[src/rtl/pipe_ctrl.sv]
// pipe_ctrl: pipeline interlock and flush controller for the 5-stage in-order core.
// Produces the write-enable / flush pair for each pipeline register plus the PC
// write enable, tracks multicycle-op waits and post-exception flush windows, and
// counts the cycles in which fetch is held.
module pipe_ctrl #(
  parameter int FLUSH_CYC = 1,
  parameter int CNT_W     = 32
) (
  input  logic             clk,
  input  logic             rst_n,
  input  logic [4:0]       id_reg_j_i,
  input  logic [4:0]       id_reg_k_i,
  input  logic [4:0]       id_reg_d_i,
  input  logic             id_reg_j_ren_i,
  input  logic             id_reg_k_ren_i,
  input  logic             id_reg_d_ren_i,
  input  logic             ex_valid_i,
  input  logic             ex_is_load_i,
  input  logic [4:0]       ex_reg_d_i,
  input  logic             ex_mc_start_i,
  input  logic             ex_mc_done_i,
  input  logic             ex_br_mispredict_i,
  input  logic             mem_busy_i,
  input  logic             wb_excp_i,
  output logic             pc_wen_o,
  output logic             ifid_wen_o,
  output logic             ifid_flush_o,
  output logic             idex_wen_o,
  output logic             idex_flush_o,
  output logic             exmem_wen_o,
  output logic             exmem_flush_o,
  output logic             memwb_wen_o,
  output logic             memwb_flush_o,
  output logic             mc_cancel_o,
  output logic [CNT_W-1:0] stall_cycles_o
);

  // Controller states; RUN is the normal flowing state.
  localparam logic [1:0] RUN     = 2'd0;
  localparam logic [1:0] MC_WAIT = 2'd1;
  localparam logic [1:0] FLUSH   = 2'd2;

  // Value loaded into the flush-window counter on an exception commit.
  localparam logic [2:0] FLUSH_LOAD = 3'(FLUSH_CYC);

  localparam logic [CNT_W-1:0] CNT_MAX = {CNT_W{1'b1}};

  logic [1:0]       state_q, state_d;
  logic [2:0]       flush_cnt_q, flush_cnt_d;
  logic [CNT_W-1:0] stall_q, stall_d;
  logic             load_use;

  // Load-use hazard: a load in EX writes a register the ID instruction reads.
  // Register 0 is hard-wired to zero, so it never creates a dependency.
  always_comb begin
    load_use = 1'b0;
    if (ex_valid_i && ex_is_load_i && (ex_reg_d_i != 5'd0)) begin
      load_use = (id_reg_j_ren_i && (id_reg_j_i == ex_reg_d_i)) ||
                 (id_reg_k_ren_i && (id_reg_k_i == ex_reg_d_i)) ||
                 (id_reg_d_ren_i && (id_reg_d_i == ex_reg_d_i));
    end
  end

  // Prioritised event decode: exception, memory wait, multicycle, mispredict,
  // load-use. Only the highest active event shapes the outputs and next state.
  always_comb begin
    pc_wen_o      = 1'b1;
    ifid_wen_o    = 1'b1;
    ifid_flush_o  = 1'b0;
    idex_wen_o    = 1'b1;
    idex_flush_o  = 1'b0;
    exmem_wen_o   = 1'b1;
    exmem_flush_o = 1'b0;
    memwb_wen_o   = 1'b1;
    memwb_flush_o = 1'b0;
    mc_cancel_o   = 1'b0;
    state_d       = state_q;
    flush_cnt_d   = flush_cnt_q;

    if (!rst_n) begin
      pc_wen_o      = 1'b0;
      ifid_wen_o    = 1'b0;
      ifid_flush_o  = 1'b1;
      idex_wen_o    = 1'b0;
      idex_flush_o  = 1'b1;
      exmem_wen_o   = 1'b0;
      exmem_flush_o = 1'b1;
      memwb_wen_o   = 1'b0;
      memwb_flush_o = 1'b1;
    end else if (wb_excp_i) begin
      ifid_flush_o  = 1'b1;
      idex_flush_o  = 1'b1;
      exmem_flush_o = 1'b1;
      memwb_flush_o = 1'b1;
      mc_cancel_o   = (state_q == MC_WAIT) || ex_mc_start_i;
      state_d       = FLUSH;
      flush_cnt_d   = FLUSH_LOAD;
    end else if (state_q == FLUSH) begin
      ifid_flush_o = 1'b1;
      idex_flush_o = 1'b1;
      flush_cnt_d  = flush_cnt_q - 3'd1;
      if (flush_cnt_q <= 3'd1) begin
        state_d = RUN;
      end
    end else if (mem_busy_i) begin
      pc_wen_o      = 1'b0;
      ifid_wen_o    = 1'b0;
      idex_wen_o    = 1'b0;
      exmem_wen_o   = 1'b0;
      memwb_flush_o = 1'b1;
    end else if (state_q == MC_WAIT) begin
      if (ex_mc_done_i) begin
        state_d = RUN;
      end else begin
        pc_wen_o      = 1'b0;
        ifid_wen_o    = 1'b0;
        idex_wen_o    = 1'b0;
        exmem_wen_o   = 1'b0;
        memwb_flush_o = 1'b1;
      end
    end else if (ex_mc_start_i && !ex_mc_done_i) begin
      pc_wen_o      = 1'b0;
      ifid_wen_o    = 1'b0;
      idex_wen_o    = 1'b0;
      exmem_wen_o   = 1'b0;
      memwb_flush_o = 1'b1;
      state_d       = MC_WAIT;
    end else if (ex_br_mispredict_i) begin
      ifid_flush_o = 1'b1;
      idex_flush_o = 1'b1;
    end else if (load_use) begin
      pc_wen_o     = 1'b0;
      ifid_wen_o   = 1'b0;
      idex_flush_o = 1'b1;
    end
  end

  // Stall counter advances on every held-fetch cycle and sticks at all-ones.
  always_comb begin
    stall_d = stall_q;
    if (!pc_wen_o && (stall_q != CNT_MAX)) begin
      stall_d = stall_q + {{(CNT_W-1){1'b0}}, 1'b1};
    end
  end

  // State, flush-window counter and stall counter registers.
  always_ff @(posedge clk or negedge rst_n) begin
    if (!rst_n) begin
      state_q     <= RUN;
      flush_cnt_q <= 3'd0;
      stall_q     <= '0;
    end else begin
      state_q     <= state_d;
      flush_cnt_q <= flush_cnt_d;
      stall_q     <= stall_d;
    end
  end

  assign stall_cycles_o = stall_q;

endmodule

[config.mk]
export PLATFORM = sky130hd
export DESIGN_NAME = pipe_ctrl
export DESIGN_NICKNAME = d
export VERILOG_FILES = /design/src/rtl/pipe_ctrl.sv
export SDC_FILE = /design/constraint.sdc
export NUM_CORES = 1
export LEC_CHECK = 0
export CORE_UTILIZATION = 40
export DETAILED_ROUTE_END_ITERATION = 12
export PLACE_DENSITY = 0.8
export SLEW_MARGIN = 0
export SYNTH_ARGS = -nofsm -noshare
export SYNTH_HDL_FRONTEND = slang
export SYNTH_SLANG_ARGS = --single-unit
export TNS_END_PERCENT = 20
[constraint.sdc]
create_clock -name clk -period 2.1 [get_ports clk]
set_input_delay 0.21 -clock clk [delete_from_list [all_inputs] [get_ports clk]]
set_output_delay 0.21 -clock clk [all_outputs]
set_load 0.05 [all_outputs]
==> flow_metrics.py <==
metrics = {
    "final_layout": {
        "seq_area_um2": 930.9,
        "multiInputGateArea_mm2": 0.001206,
        "n_fill_cell": 432,
        "area_growth_pct": 52.30,
        "num_antenna_cells": 0,
        "final_core_util_pct": 64.84,
        "final_common_cell": "clkdlybuf4s50_1",
        "final_nets": 370,
        "stdcell_count": 403,
        "drive_gt1_share_pct": 19.82,
        "final_cell_mix": "clkdlybuf4s50_1 (59), xnor2_1 (33), dfrtp_1 (33), buf_4 (32), nand2_1 (22)",
        "fin_area_mm2": 0.003396,
    },
    "placement": {
        "gp_congestion": 0.7660,
        "port_buffers": 73,
        "hpwl_um": 4159,
        "place_inst": 392,
        "post_dp_cell_area_mm2": 0.003257,
    },
    "worst_setup_path": {
        "crit_path_max_incr_delay_ns": 0.49,
        "end_kind": "output port",
        "worstSetupStartpointType": "register",
        "rr_worst_depth": 9,
        "critPathSlowestCell": "or4_4",
        "r2r_end": "stall_cycles_o[1]",
        "worst_ep_required_time_ns": 1.89,
        "crit_start": "state_q[0]",
        "arrival_ns": 2.19,
        "crit_end": "pc_wen_o",
        "reg2reg_from": "state_q[0]",
        "critical_path.top_delay_family": "simple AND/OR/NAND/NOR gates",
        "critPathBufInv": 4,
        "path_cells": "inv_1 > ha_2 > o21a_1 > or4_4 > o31ai_4 > buf_12 > clkinvlp_4 > buf_4",
        "setup.reg_to_reg.worst_slack_ns": -0.25,
        "cp_max_fo": 3,
        "crit_type": "register to output port",
        "crit_cells": 8,
    },
    "grt": {
        "grt_max_degree": 36,
        "grt_pass1_vias": 2021,
        "grt_use_total_pct": 20.14,
        "antenna_found_initial": 0,
        "overflow": 0,
        "grt_pass1_wl_um": 9466,
    },
    "status": {
        "status": "finished with violations",
        "violations": "negative setup slack",
    },
    "logic_synthesis": {
        "synthCells": 230,
        "synthArstFlopShare_pct": 100.0,
        "synth_flop_cell": "dfrtp_1",
        "synth-seq-cells": 37,
        "yosysUniqueCellTypes": 37,
        "seq_area_frac_synth_pct": 41.53,
        "synthesis.nets": 268,
        "synth_area_mm2": 0.002230,
        "synth_edf_count": 0,
        "yosys_warnings": 0,
        "syn-mean-instance-area_um2": 9.694,
    },
    "clock_network": {
        "ctsHtreeMaxLevel": 2,
        "clock-root-buffer": "clkbuf_8",
        "ctsLongestPathBuffers": 2,
        "cts_tree": "built",
        "cts.sinks": 37,
        "numCtsBuffers": 5,
        "clkTransAtPathRegs_ns": 0.07,
        "clock_latency_ns": 0.29,
    },
    "power": {
        "power.leakage_nw": 1.450,
        "finalPower_mw": 2.719,
        "irDropWorstVdd_mv": 1.060,
        "power.density_mw_per_mm2": 800.6,
    },
    "sta": {
        "final-setup-viol-count": 35,
        "clock_skew_ns": 0.002939,
        "hold_viol": 0,
        "relSlewSlack_pct": 57.13,
        "fin_crit_ns": 2.399,
        "worstMarginPinSlew_ns": 0.6371,
        "layout_worst_path_cycle_share_pct": 114.2,
        "drv_slew": 0,
        "rsz0062_at_grt": "true",
        "fmax_mhz": 416.9,
        "setup_ws_ns": -0.2989,
    },
    "die": {
        "row_count": 26,
        "dieArea_mm2": 0.005877,
        "fp.coreArea_mm2": 0.005238,
        "ios": 74,
        "die_w_um": 76.66,
        "chipHeight_um": 76.66,
        "start_util_pct": 42.57,
    },
    "route": {
        "drc_errors": 0,
        "wl_um": 5512,
        "drtIter0Drc": 112,
        "via_per_inst": 5.065,
        "wl_per_cell_um": 13.68,
        "antenna_left": 0,
        "firstDrtPassIters": 4,
        "vias": 2041,
    },
    "flow_run": {
        "drv_cap": 0,
    },
    "worst_hold_path": {
        "hp-class": "input port to async pin",
    },
}
area by class of cell:
type	instances	area share (%)
tap	70	2.579
sequential	37	27.41
clock inverter	2	0.2948
multi-input combinational	174	35.52
clock buffer	6	2.137
inverter	9	1.105
timing repair buffer	105	30.95
worst min path at each step:
stage | to | slack (ns) | depth (start not counted)
finish | stall_cycles_o[3] | 0.14 | 3
global route | stall_cycles_o[3] | 0.19 | 3
CTS | stall_cycles_o[3] | 0.15 | 3
detailed placement | state_q[0] | 0.16 | 2
global placement | flush_cnt_q[1] | 0.15 | 2
floorplan | flush_cnt_q[0] | -0.09 | 0
per-layer routing:
metal / GRT usage [%] / vias up / share of wire [%] / wire [um]
met1: 25.84 / 979 / 43 / 2361
met4: 5.769 / 0 / 1.2 / 67
met2: 34.55 / 47 / 52 / 2884
met5: 0 / - / 0 / 0
li1: - / 1009 / - / -
met3: 3.571 / 6 / 3.6 / 199
report_power, final:
group	internal (mW)	switching, mW	leakage (nW)
Sequential	0.822	0.0856	0.492
Combinational	0.596	0.730	0.913
Clock	0.230	0.255	0.0450
Total	1.65	1.07	1.45
through the flow:
stage	setup slack [ns]	TNS, ns	hold slack [ns]
6_report	-0.2989	-7.015	0.1404
5_1_grt	-0.3946	-10.82	0.1914
4_1_cts	-0.3226	-7.347	0.1483
3_5_place_dp	-0.4015	-10.77	0.1556
3_3_place_gp	-0.3343	-9.166	0.1523
2_1_floorplan	-0.4527	-3.772	-0.08559
worst min-delay path: stages:
cell and delay (ns):
buf_2 0.10, buf_4 0.15, buf_4 0.41
state kept, by name, indices dropped and copies added, names as in the netlist:
name and count:
flush_cnt_q 3, stall_cycles_o 32, state_q 2
repair_timing:
action / CTS / global route
pin swaps: 0 / 3
resized for setup: 1 / 6
hold buffers: 1 / 0
endpoints found under the setup margin: 25 / 38
buffers inserted: 2 / 0
hold endpoints to repair: 4 / 0
synthesized netlist by cell type (4+ instances only):
library cell,count,share of area [%]
nand2_1,22,3.7
nand4_1,12,3.4
nor2_1,8,1.3
dfrtp_1,37,42
nor3_1,7,1.6
nor4_1,7,2.0
xor2_1,12,4.7
ha_1,6,3.4
buf_6,4,2.0
and3_1,12,3.4
inv_1,9,1.5
o21ai_0,6,1.3
xnor2_1,33,13
a21oi_1,4,0.90
nand3_1,19,4.3
kinds of logic (layout without fill, tap and decap cells):
family / after synthesis / after routing / synth area share (%)
adder cells (fa/ha/maj): 6 / 6 / 3.367
AND/OR/NAND/NOR: 103 / 103 / 25.70
flip-flops: 37 / 37 / 41.53
XOR/XNOR: 45 / 45 / 17.68
AO/OA/AOI/OAI: 19 / 19 / 5.892
buffers and inverters: 19 / 122 / 5.162
multiplexers: 1 / 1 / 0.6732
Power figures use the tool's default switching activity.
